===== config.mk =====
export PLATFORM = sky130hd
export DESIGN_NAME = fifo_flags
export DESIGN_NICKNAME = d
export VERILOG_FILES = /design/src/rtl/fifo_flags.sv
export SDC_FILE = /design/constraint.sdc
export NUM_CORES = 1
export LEC_CHECK = 0
export ABC_AREA = 0
export CAP_MARGIN = 5
export CORE_AREA = 2 2 106 108
export CTS_CLUSTER_DIAMETER = 200
export DETAILED_ROUTE_END_ITERATION = 8
export DIE_AREA = 0 0 108 110
export DONT_BUFFER_PORTS = 1
export PLACE_DENSITY = 0.76
export SKIP_LAST_GASP = 1
export SLEW_MARGIN = 5
export SYNTH_ARGS = -nofsm -noshare
export SYNTH_HDL_FRONTEND = slang
export SYNTH_SLANG_ARGS = --single-unit
export TNS_END_PERCENT = 20

===== constraint.sdc =====
create_clock -name i_clk -period 2.59 [get_ports i_clk]
set_clock_uncertainty 0.1 [all_clocks]
set_input_delay 0.6475 -clock i_clk [delete_from_list [all_inputs] [get_ports i_clk]]
set_output_delay 0.6475 -clock i_clk [all_outputs]
set_load 0.02 [all_outputs]

===== src/rtl/fifo_flags.sv =====
// Parametrised show-ahead synchronous FIFO with occupancy count, threshold flags,
// sticky overflow/underflow and synchronous flush. Define FIFO_WR_EDGE_EN for edge-qualified writes.
module fifo_flags #(
    parameter int unsigned NB_WORD         = 8,
    parameter int unsigned N_WORD_BUFFER   = 16,
    parameter int unsigned ALMOST_FULL_TH  = 12,
    parameter int unsigned ALMOST_EMPTY_TH = 4
) (
    input  logic                                 i_clk,
    input  logic                                 i_rst,
    input  logic [NB_WORD-1:0]                   i_data,
    input  logic                                 i_write,
    input  logic                                 i_read,
    input  logic                                 i_clear,
    output logic [NB_WORD-1:0]                   o_data,
    output logic                                 o_fifo_empty,
    output logic                                 o_fifo_full,
    output logic                                 o_almost_empty,
    output logic                                 o_almost_full,
    output logic [$clog2(N_WORD_BUFFER+1)-1:0]   o_count,
    output logic                                 o_overflow,
    output logic                                 o_underflow
);

    localparam int unsigned NB_PTR   = $clog2(N_WORD_BUFFER);
    localparam int unsigned NB_COUNT = $clog2(N_WORD_BUFFER + 1);

    localparam logic [NB_PTR-1:0]   PTR_LAST  = NB_PTR'(N_WORD_BUFFER - 1);
    localparam logic [NB_COUNT-1:0] COUNT_MAX = NB_COUNT'(N_WORD_BUFFER);
    localparam logic [NB_COUNT-1:0] AF_TH     = NB_COUNT'(ALMOST_FULL_TH);
    localparam logic [NB_COUNT-1:0] AE_TH     = NB_COUNT'(ALMOST_EMPTY_TH);

    if (NB_WORD < 1) begin : g_chk_width
        $error("fifo_flags: NB_WORD must be at least 1");
    end
    if (N_WORD_BUFFER < 2) begin : g_chk_depth
        $error("fifo_flags: N_WORD_BUFFER must be at least 2");
    end
    if (ALMOST_FULL_TH < 1 || ALMOST_FULL_TH > N_WORD_BUFFER) begin : g_chk_af
        $error("fifo_flags: ALMOST_FULL_TH must lie in 1..N_WORD_BUFFER");
    end
    if (ALMOST_EMPTY_TH > N_WORD_BUFFER - 1) begin : g_chk_ae
        $error("fifo_flags: ALMOST_EMPTY_TH must lie in 0..N_WORD_BUFFER-1");
    end

    logic [NB_WORD-1:0]  mem_q [N_WORD_BUFFER];
    logic [NB_PTR-1:0]   rd_ptr_q, rd_ptr_d;
    logic [NB_PTR-1:0]   wr_ptr_q, wr_ptr_d;
    logic [NB_COUNT-1:0] count_q, count_d;
    logic                overflow_q, overflow_d;
    logic                underflow_q, underflow_d;

    logic empty, full;
    logic wr_q, wr_acc, rd_acc, mem_we;

`ifdef FIFO_WR_EDGE_EN
    logic write_d_q;

    always_ff @(posedge i_clk or negedge i_rst) begin
        if (!i_rst) begin
            write_d_q <= 1'b0;
        end else begin
            write_d_q <= i_write;
        end
    end

    // Rising-edge detect so a held strobe from the UART writes only once.
    assign wr_q = i_write & ~write_d_q;
`else
    assign wr_q = i_write;
`endif

    assign empty = (count_q == '0);
    assign full  = (count_q == COUNT_MAX);

    // A read frees the slot a write needs when full, so both are accepted together.
    assign rd_acc = i_read & ~empty;
    assign wr_acc = wr_q & (~full | rd_acc);
    assign mem_we = wr_acc & ~i_clear;

    always_comb begin
        rd_ptr_d    = rd_ptr_q;
        wr_ptr_d    = wr_ptr_q;
        count_d     = count_q;
        overflow_d  = overflow_q;
        underflow_d = underflow_q;

        if (i_clear) begin
            rd_ptr_d    = '0;
            wr_ptr_d    = '0;
            count_d     = '0;
            overflow_d  = 1'b0;
            underflow_d = 1'b0;
        end else begin
            if (rd_acc) begin
                rd_ptr_d = (rd_ptr_q == PTR_LAST) ? '0 : rd_ptr_q + NB_PTR'(1);
            end
            if (wr_acc) begin
                wr_ptr_d = (wr_ptr_q == PTR_LAST) ? '0 : wr_ptr_q + NB_PTR'(1);
            end
            case ({wr_acc, rd_acc})
                2'b10:   count_d = count_q + NB_COUNT'(1);
                2'b01:   count_d = count_q - NB_COUNT'(1);
                default: count_d = count_q;
            endcase
            if (wr_q && !wr_acc) begin
                overflow_d = 1'b1;
            end
            if (i_read && empty) begin
                underflow_d = 1'b1;
            end
        end
    end

    always_ff @(posedge i_clk or negedge i_rst) begin
        if (!i_rst) begin
            rd_ptr_q    <= '0;
            wr_ptr_q    <= '0;
            count_q     <= '0;
            overflow_q  <= 1'b0;
            underflow_q <= 1'b0;
        end else begin
            rd_ptr_q    <= rd_ptr_d;
            wr_ptr_q    <= wr_ptr_d;
            count_q     <= count_d;
            overflow_q  <= overflow_d;
            underflow_q <= underflow_d;
        end
    end

    // Storage is deliberately not reset; flush and reset only move pointers.
    always_ff @(posedge i_clk) begin
        if (mem_we) begin
            mem_q[wr_ptr_q] <= i_data;
        end
    end

    assign o_data         = mem_q[rd_ptr_q];
    assign o_fifo_empty   = empty;
    assign o_fifo_full    = full;
    assign o_almost_empty = (count_q <= AE_TH);
    assign o_almost_full  = (count_q >= AF_TH);
    assign o_count        = count_q;
    assign o_overflow     = overflow_q;
    assign o_underflow    = underflow_q;

endmodule


# --- After elaboration in Yosys (flattened, before gate mapping) ---
# Memories as Yosys holds them, arrays and structs flattened.
# Index checks and enable logic that the tools add are counted.
classes:
  n_mux: 14
  reduce_logical: 9
  magnitude_cmp: 2
  bitwise: 7
  shifts: 0
  n_div: 0
  mul: 0
  n_addsub: 4
  n_eq_ne: 5
op_table:
  columns: ["op", "count"]
  rows:
  - ["$mux 4", 6]
  - ["$pmux 5 s2", 1]
  - ["$add 4x1->4 const B", 2]
  - ["$eq 4x4->1 const B", 2]
  - ["$reduce_bool 2->1", 4]
  - ["$mux 1", 6]
  - ["$add 5x1->5 const B", 1]
  - ["$eq 5x5->1 const B", 1]
  - ["$ge 5x4->1 const B", 1]
  - ["$le 5x3->1 const B", 1]
  - ["$logic_not 5->1", 1]
  - ["$mux 5", 1]
  - ["$sub 5x1->5 const B", 1]
  - ["$and 1x1->1", 3]
  - ["$not 1->1", 3]
  - ["$reduce_bool 3->1", 1]
  - ["$eq 2x1->1 const B", 1]
  - ["$eq 2x2->1 const B", 1]
  - ["$logic_and 1x1->1", 2]
  - ["$logic_not 1->1", 1]
  - ["$or 1x1->1", 1]
word_totals:
  regBits: 15
  word_cells: 47
  latchBits: 0
  output_inout_bits: 19
  in_bits: 13
  ramBits: 128
  romBits: 0
  mem_count: 1
mem_list:
  columns: ["memory", "depth", "word_bits", "read_ports", "rd_clocked_by_memory_dff", "write_ports", "line_no", "text"]
  rows:
  - ["mem_q", 16, 8, 1, 0, 1, "46", "logic [NB_WORD-1:0] mem_q [N_WORD_BUFFER];"]

# --- Longest topological paths before layout ---
# Gate-level depths: netlist (run 1).
depth:
  word_depth: 9
  depth_mapped: 8
  mapped_depth_nobuf: 8

# --- Least setup slack after synthesis (run 1) ---
# OpenSTA, ideal clock, no wires.
synth_path:
  kind: "reg2reg"
  start: "register count_q[1] (netlist: o_count[1])"
  end: "register count_q[4] (netlist: o_count[4])"
  setup_slack_ns: -0.120
  stages_incl_launch_ff: 9
  period_less_slack_ns: 2.710
  arrival_ns: 2.528
  required_ns: 2.408
  path_buffers: 0
  setup_ns: 0.082
  path_cell_list: "dfrtp_1 or4_4 o211ai_2 inv_2 ha_1 nand2b_1 a21oi_1 mux2_2 a31oi_1"
synth_between:
  elab_chain_len: 8
  word_cells_on_any_way: 14
  cone_classes: "add/sub: 2; eq/ne: 3; mux: 2; bitwise: 5; reduce/logical: 2"
synth_rtl:
  columns: ["item", "line_no", "text"]
  rows:
  - ["start, declared", "49", "logic [NB_COUNT-1:0] count_q, count_d;"]
  - ["start signal, assigned", "125", "count_q <= count_d;"]
  - ["$logic_not 5->1", "73", "assign empty = (count_q == '0);"]
  - ["$not 1->1", "77", "assign rd_acc = i_read & ~empty;"]
  - ["$and 1x1->1", "77", null]
  - ["$or 1x1->1", "78", "assign wr_acc = wr_q & (~full | rd_acc);"]
  - ["$and 1x1->1", "78", null]
  - ["$eq 2x1->1 or $eq 2x2->1 (tied branches)", "101", "case ({wr_acc, rd_acc})"]
  - ["$pmux 5 s2", "101", null]
  - ["$mux 5", "88", "if (i_clear) begin"]
# Parallel ways exist; a longest one is shown, timed or not.
# A chain may end at the register's enable or synchronous reset.

# --- Worst setup path after layout (run 1) ---
layout_path:
  start: "register rd_ptr_q[0]"
  end: "output port o_data[3]"
layout_between:
  elab_chain_len: 1
layout_rtl:
  columns: ["item", "line_no", "text"]
  rows:
  - ["start, declared", "47", "logic [NB_PTR-1:0] rd_ptr_q, rd_ptr_d;"]
  - ["start signal, assigned", "123", "rd_ptr_q <= rd_ptr_d;"]
  - ["$mem_v2 16x8", null, null]
  - ["end, declared", "15", "output logic [NB_WORD-1:0] o_data,"]
# Every way passes these cells.

==> results of run 1 <==
==> per-layer routing <==
metal	vias up	track usage
li1	1355	-
met3	8	0.06055
met2	87	0.3643
met1	1606	0.3084
met5	-	0
met4	0	0.07784
==> worst register-to-register path, delay by kind of cell (launching register included) <==
family / cells / cell delay, ps
AND/OR/NAND/NOR: 2 / 640
multiplexers: 1 / 360
flip-flops: 1 / 370
AO/OA/AOI/OAI: 3 / 540
adder cells (fa/ha/maj): 1 / 340
buffers and inverters: 1 / 100
==> what timing repair did <==
action,in CTS,in global routing
hold buffers,1,0
hold endpoints to repair,15,0
setup buffers,0,1
gates cloned,0,2
setup endpoints to repair,10,14
==> cells in the mapped netlist (all sizes together) (2+ instances only) <==
| library cell | count | area, µm² |
|---|---|---|
| a21oi | 11 | 55.05 |
| o211ai | 6 | 60.06 |
| a311o | 3 | 30.03 |
| nor3 | 6 | 30.03 |
| edfxtp | 128 | 3844 |
| a31oi | 2 | 12.51 |
| mux2i | 3 | 30.03 |
| dfrtp | 15 | 375.4 |
| mux4 | 40 | 900.9 |
| nand2 | 11 | 41.29 |
| buf | 6 | 36.28 |
| nor2 | 27 | 101.4 |
| nand3 | 2 | 10.01 |
| inv | 8 | 30.03 |
| nor4 | 2 | 12.51 |
| nor2b | 3 | 18.77 |
| o41ai | 2 | 17.52 |
| nand2b | 4 | 25.02 |
| ha | 8 | 100.1 |
| nand3b | 2 | 15.01 |
| o21ai | 7 | 35.03 |
| clkbuf | 12 | 45.04 |
| xor2 | 2 | 17.52 |
==> power by group <==
part	internal, mW	switching, mW	leakage (nW)	total, mW
sequential	2.57	0.0438	1.36	2.62
combinational	0.682	0.727	0.662	1.41
clock	1.27	0.910	0.257	2.18
total	4.52	1.68	2.27	6.21
==> worst max path at each step <==
stage                            end  slack [ps]
final                      o_data[3]        -450
after floorplan           o_count[4]         -30
after global routing       o_data[0]        -500
after CTS                  o_data[0]        -480
after detailed placement  o_count[4]          90
after global placement     o_data[0]         130
==> cell type report <==
cell class	count	area (µm²)	share of cell area
Timing Repair Buffer	27	302.8	0.04384
Tap cell	140	175.2	0.02536
Multi-Input combinational cell	153	1644	0.2380
Clock buffer	18	417.9	0.06051
Clock inverter	13	116.4	0.01685
Sequential cell	143	4220	0.6111
Inverter	8	30.03	0.004348
==> flip-flops by register name (all words and copies together), names as in the netlist <==
name         cells
rd_ptr_q         4
wr_ptr_q         4
mem_q          128
o_overflow       1
o_underflow      1
o_count          5
==> kinds of logic (layout without fill, tap and decap cells) <==
kind of cell / count (synthesis) / after routing / share of synthesized area
flops: 143 / 143 / 0.7083
simple gates: 62 / 62 / 0.04957
mux: 44 / 44 / 0.1582
compound gates: 35 / 35 / 0.04075
buf+inv: 26 / 66 / 0.01869
fa+ha+maj: 9 / 9 / 0.02016
xor+xnor: 3 / 3 / 0.004412
==> through the flow <==
stage               std cells  worst slack [ps]  instance area, µm²
detailed placement        467             87.04                6292
floorplan                 322            -30.50                5974
finish                    502            -452.5                6907
global route              502            -499.4                6907
CTS                       499            -481.1                6837
global placement          467             132.0                6292
==> results.toml, run 1 <==
[critical_path]
critical_path.startpoint_type = "flip-flop"
r2r.worst_path.cells = 8
timing_worst_setup_path_type = "flip-flop to primary output"
critical-path-slowest-cell = "sky130_fd_sc_hd__mux4_2"
reg2reg_to = "o_count[4]"
cp_data_arrival_time_ps = 2300
endpoint_kind = "primary output"
launching_point_of_the_worst_reg2reg_path = "o_count[1]"
largest_fanout_on_the_critical_path = 6
r2r_setup_slack_ps = 70
worstPathRequired_ps = 1840
critical_path_buf_inv_count = 2
cpPeakStageDelay_ps = 590
cp_top_family = "multiplexers"
critPathLaunch = "rd_ptr_q[0]"
timing.critical_path.cells = "buf_12, buf_12, mux4_2, mux4_2"
crit_cells = 4

[synthesis]
synth.yosys.seq_area_share = 0.7083
synth_fp_nets = 344
synth.ff_latch_count = 143
synthDistinctLibCells = 40
synth_enable_flop_cells = 128
asyncSetResetFlopFracSynth = 0.1049
ys.flop_type = "sky130_fd_sc_hd__edfxtp_1"
syn_avg_cell_area_um2 = 18.50
synth.cell_area_um2 = 5957
synth.yosys.warnings = 0
synth_instances = 322

[cts]
clk_sink_count = 143
clk_pin_slew_worst_paths_ps = 60
clock_tree.root_cell = "sky130_fd_sc_hd__clkbuf_8"
maximum_buffer_depth_of_the_clock_tree = 2
clock_latency_ps = 520
cts_buffers = 17
clock_tree.htree_level_count = 4
tritoncts = "done"
post_cts_resize_count = 0

[detailed_routing]
avgRoutedWirePerCell_um = 25.03
wl_met1_um = 5160
dr_vias = 3056
ant_nets = 0
detailedRoute.firstPassIterationCount = 4
met3_length_um = 655
totalWireLength_um = 12570
drc_errors = 0
met2WireLength_um = 6630
highest_layer = "met4"
first_iter_violations = 322
routed_via_density = 6.088

[worst_hold_path]
worst_hold_startpoint = "i_clear"
hold_class = "input pin to flip-flop"
min_to = "wr_ptr_q[1]"
whs_path_depth = 1

[final_layout]
areaGrowthSynthToFinish_pct = 15.94
post_route_utilization = 0.6456
antenna_cells = 0
final_nets = 372
commonest_non_fill_non_tap_cell_in_the_layout = "sky130_fd_sc_hd__edfxtp_1"
layout_common_cells = "128 x sky130_fd_sc_hd__edfxtp_1, 40 x sky130_fd_sc_hd__mux4_2, 27 x sky130_fd_sc_hd__nor2_1"
final.fill_count = 722
final_layout_size_suffix_gt1_frac = 0.2956

[sta]
finalHoldViolCount = 0
timing.final.max_slew_violations = 0
finalCritPeriodShare = 1.175
final_sum_of_negative_setup_slack_ps = -3798
min_period_ps = 3043
worst_slew_pin_slew_ps = 1065
achievable_freq_mhz = 328.7
post-route-worst-setup-slack_ps = -452.5
setup_repair_after_global_routing_missed_its_margin = "yes"
final_hold_slack_ps = 84.22
finalSetupViolCount = 10
worst_rel_slew_slack = 0.2874

[die]
core_region_area_um2 = 10700
die-area_um2 = 11880
io_pins = 32
count_of_standard_cell_rows = 38
floorplan.die.width_um = 108
start_util = 0.5568
die_height_um = 110

[status]
outcome = "complete, but fails checks"
violations_in_the_final_reports = "negative setup slack"

[grt]
grt_antenna_before_repair = 0
grt_util_all_layers = 0.2276
grt_overflow = 0
first_pass_grt_wire_length_um = 18600
first_global_vias = 3087
grt_max_degree = 37

[power]
pwr_density_cell_nw_per_um2 = 898.5
fin_total_pwr_mw = 6.206
peakVddDrop_uv = 433.0
leakage_nw = 2.275

[place]
quantity_of_i_o_buffers_inserted_on_ports = 0
place.gp.congestion = 0.8245
place.detailed.hpwl_um = 7641

[flow_run]
max_cap_violations = 0
No activity file was read; power rests on OpenSTA's default activity.
==> inputs of run 2 (changes only) <==
--- a/config.mk
+++ b/config.mk
@@ -7,12 +7,12 @@
 export LEC_CHECK = 0
 export ABC_AREA = 0
 export CAP_MARGIN = 5
-export CORE_AREA = 2 2 106 108
+export CORE_AREA = 2 2 119 121
 export CTS_CLUSTER_DIAMETER = 200
 export DETAILED_ROUTE_END_ITERATION = 8
-export DIE_AREA = 0 0 108 110
+export DIE_AREA = 0 0 121 123
 export DONT_BUFFER_PORTS = 1
-export PLACE_DENSITY = 0.76
+export PLACE_DENSITY = 0.63
 export SKIP_LAST_GASP = 1
 export SLEW_MARGIN = 5
 export SYNTH_ARGS = -nofsm -noshare
==> results.toml, run 2 (same netlist as run 1, synthesis figures left out) <==
[status]
outcome = "complete, but fails checks"
violations_in_the_final_reports = "negative setup slack"

[cts]
cts.repair_timing.setup_buffer_count = 0
clock_latency_ps = 420
clock_tree.htree_level_count = 4
clk_sink_count = 143
cts_buffers = 17
clock_tree.root_cell = "sky130_fd_sc_hd__clkbuf_16"
tritoncts = "done"
maximum_buffer_depth_of_the_clock_tree = 2
clk_pin_slew_worst_paths_ps = 60

[sta]
timing.final.max_slew_violations = 0
finalHoldViolCount = 0
setup_repair_after_global_routing_missed_its_margin = "yes"
final_hold_slack_ps = 192.5
worst_rel_slew_slack = 0.2848
min_period_ps = 2898
worst_slew_pin_slew_ps = 1069
finalSetupViolCount = 10
post-route-worst-setup-slack_ps = -308.2
achievable_freq_mhz = 345.0
finalCritPeriodShare = 1.119

[critical_path]
endpoint_kind = "primary output"
cpPeakStageDelay_ps = 560
r2r_setup_slack_ps = 70
crit_cells = 3
critical-path-slowest-cell = "sky130_fd_sc_hd__mux4_2"
critical_path_buf_inv_count = 1
launching_point_of_the_worst_reg2reg_path = "o_count[0]"
timing.critical_path.cells = "buf_12, mux4_2, mux4_2"
cp_data_arrival_time_ps = 2150
r2r.worst_path.cells = 8
largest_fanout_on_the_critical_path = 17
critical_path.most_common_cell = "sky130_fd_sc_hd__mux4_2"
worstPathRequired_ps = 1840
cp_top_family = "multiplexers"
critical_path.startpoint_type = "flip-flop"
timing_worst_setup_path_type = "flip-flop to primary output"
critPathLaunch = "rd_ptr_q[0]"

[die]
die_height_um = 123
floorplan.die.width_um = 121
die-area_um2 = 14880
core_region_area_um2 = 13610
start_util = 0.4376
io_pins = 32
count_of_standard_cell_rows = 43

[grt]
first_pass_grt_wire_length_um = 18710
grt_util_all_layers = 0.1795
grt_overflow = 0
grt_max_degree = 37
first_global_vias = 3197
grt_antenna_before_repair = 0

[final_layout]
areaGrowthSynthToFinish_pct = 17.03
commonest_non_fill_non_tap_cell_in_the_layout = "sky130_fd_sc_hd__edfxtp_1"
final.fill_count = 1085
top_register = "mem_q"
antenna_cells = 0
largest_reg_flops = 128
final_nets = 377
final_layout_size_suffix_gt1_frac = 0.3071
layout_common_cells = "128 x sky130_fd_sc_hd__edfxtp_1, 40 x sky130_fd_sc_hd__mux4_2, 28 x sky130_fd_sc_hd__buf_4"
final_cell_count_no_fill = 548

[detailed_routing]
routed_via_density = 5.493
totalWireLength_um = 12150
detailedRoute.firstPassIterationCount = 4
dr_vias = 3010
first_iter_violations = 208
drc_errors = 0
ant_nets = 0
avgRoutedWirePerCell_um = 22.17

[place]
place.gp.congestion = 0.8404
place.detailed.hpwl_um = 7751
placed_cells = 515
quantity_of_i_o_buffers_inserted_on_ports = 0

[worst_hold_path]
worst_hold_startpoint = "i_clear"
whs_path_depth = 1
hold_class = "input pin to flip-flop"

[flow_run]
max_cap_violations = 0

[power]
pwr_density_cell_nw_per_um2 = 888.8
peakVddDrop_uv = 449.6
leakage_nw = 2.307
fin_total_pwr_mw = 6.196
run 2: changes by cell type in the layout (fill, tap and decap cells not counted):
| cell | delta |
|---|---|
| sky130_fd_sc_hd__clkinvlp_4 | -1 |
| sky130_fd_sc_hd__clkbuf_8 | +3 |
| sky130_fd_sc_hd__clkbuf_16 | -1 |
| sky130_fd_sc_hd__clkinv_4 | -1 |
| sky130_fd_sc_hd__inv_6 | -2 |
| sky130_fd_sc_hd__buf_4 | +9 |
| sky130_fd_sc_hd__clkinv_2 | +1 |
| sky130_fd_sc_hd__buf_12 | -2 |
run 2: worst paths after layout:
check | to
hold reg to reg | wr_ptr_q[0]
setup reg to reg | o_count[4]
min in group asynchronous | o_count[1]
setup / recovery | o_data[7]
hold / removal | wr_ptr_q[3]
max in group asynchronous | rd_ptr_q[0]
run 2: worst reg2reg max path: stages, from the launching register on:
cell and delay [ps]:
sky130_fd_sc_hd__dfrtp_1 390, sky130_fd_sc_hd__or4_4 540, sky130_fd_sc_hd__o211ai_4 190, sky130_fd_sc_hd__inv_2 100, sky130_fd_sc_hd__ha_1 340, sky130_fd_sc_hd__nand2b_1 80
sky130_fd_sc_hd__a21oi_2 200, sky130_fd_sc_hd__mux2_2 360, sky130_fd_sc_hd__a31oi_1 120
run 2: stage by stage:
step | setup slack [ps] | util | cell area (µm²) | TNS (ps)
after floorplan | -30.50 | - | 5974 | -30.50
after global placement | 141.5 | 0.4694 | 6390 | 0
after detailed placement | 105.3 | 0.4694 | 6390 | 0
after CTS | -335.8 | 0.5122 | 6972 | -2705
after global routing | -373.7 | 0.5122 | 6972 | -3140
final | -308.2 | 0.5122 | 6972 | -2353
run 2: timing repair:
action,in CTS,in global routing
hold buffers,1,0
pin swaps,0,0
resized for setup,0,0
endpoints found under the hold margin,15,0
endpoints found under the setup margin,10,11
run 2: final cells by class:
class	count	area [µm²]	share of cell area
clock buffers	22	484.2	0.06945
clock inverters	10	87.58	0.01256
repair buffers	32	280.3	0.04020
well taps	180	225.2	0.03230
multi-input cells	153	1644	0.2358
flip-flops and latches	143	4220	0.6053
inverters	8	30.03	0.004307
run 2: metal layers:
metal	track usage	vias to the layer above	part of all wire
met3	0.05489	6	0.065
met1	0.2239	1562	0.40
li1	-	1367	-
met5	0	-	0
met2	0.2935	75	0.52
met4	0.07485	0	0.0098
run 2: where the power goes:
group / switching [mW] / internal (mW) / total (mW)
logic: 0.679 / 0.596 / 1.27
registers: 0.0526 / 2.58 / 2.63
clock network: 0.878 / 1.41 / 2.29
total: 1.61 / 4.59 / 6.20
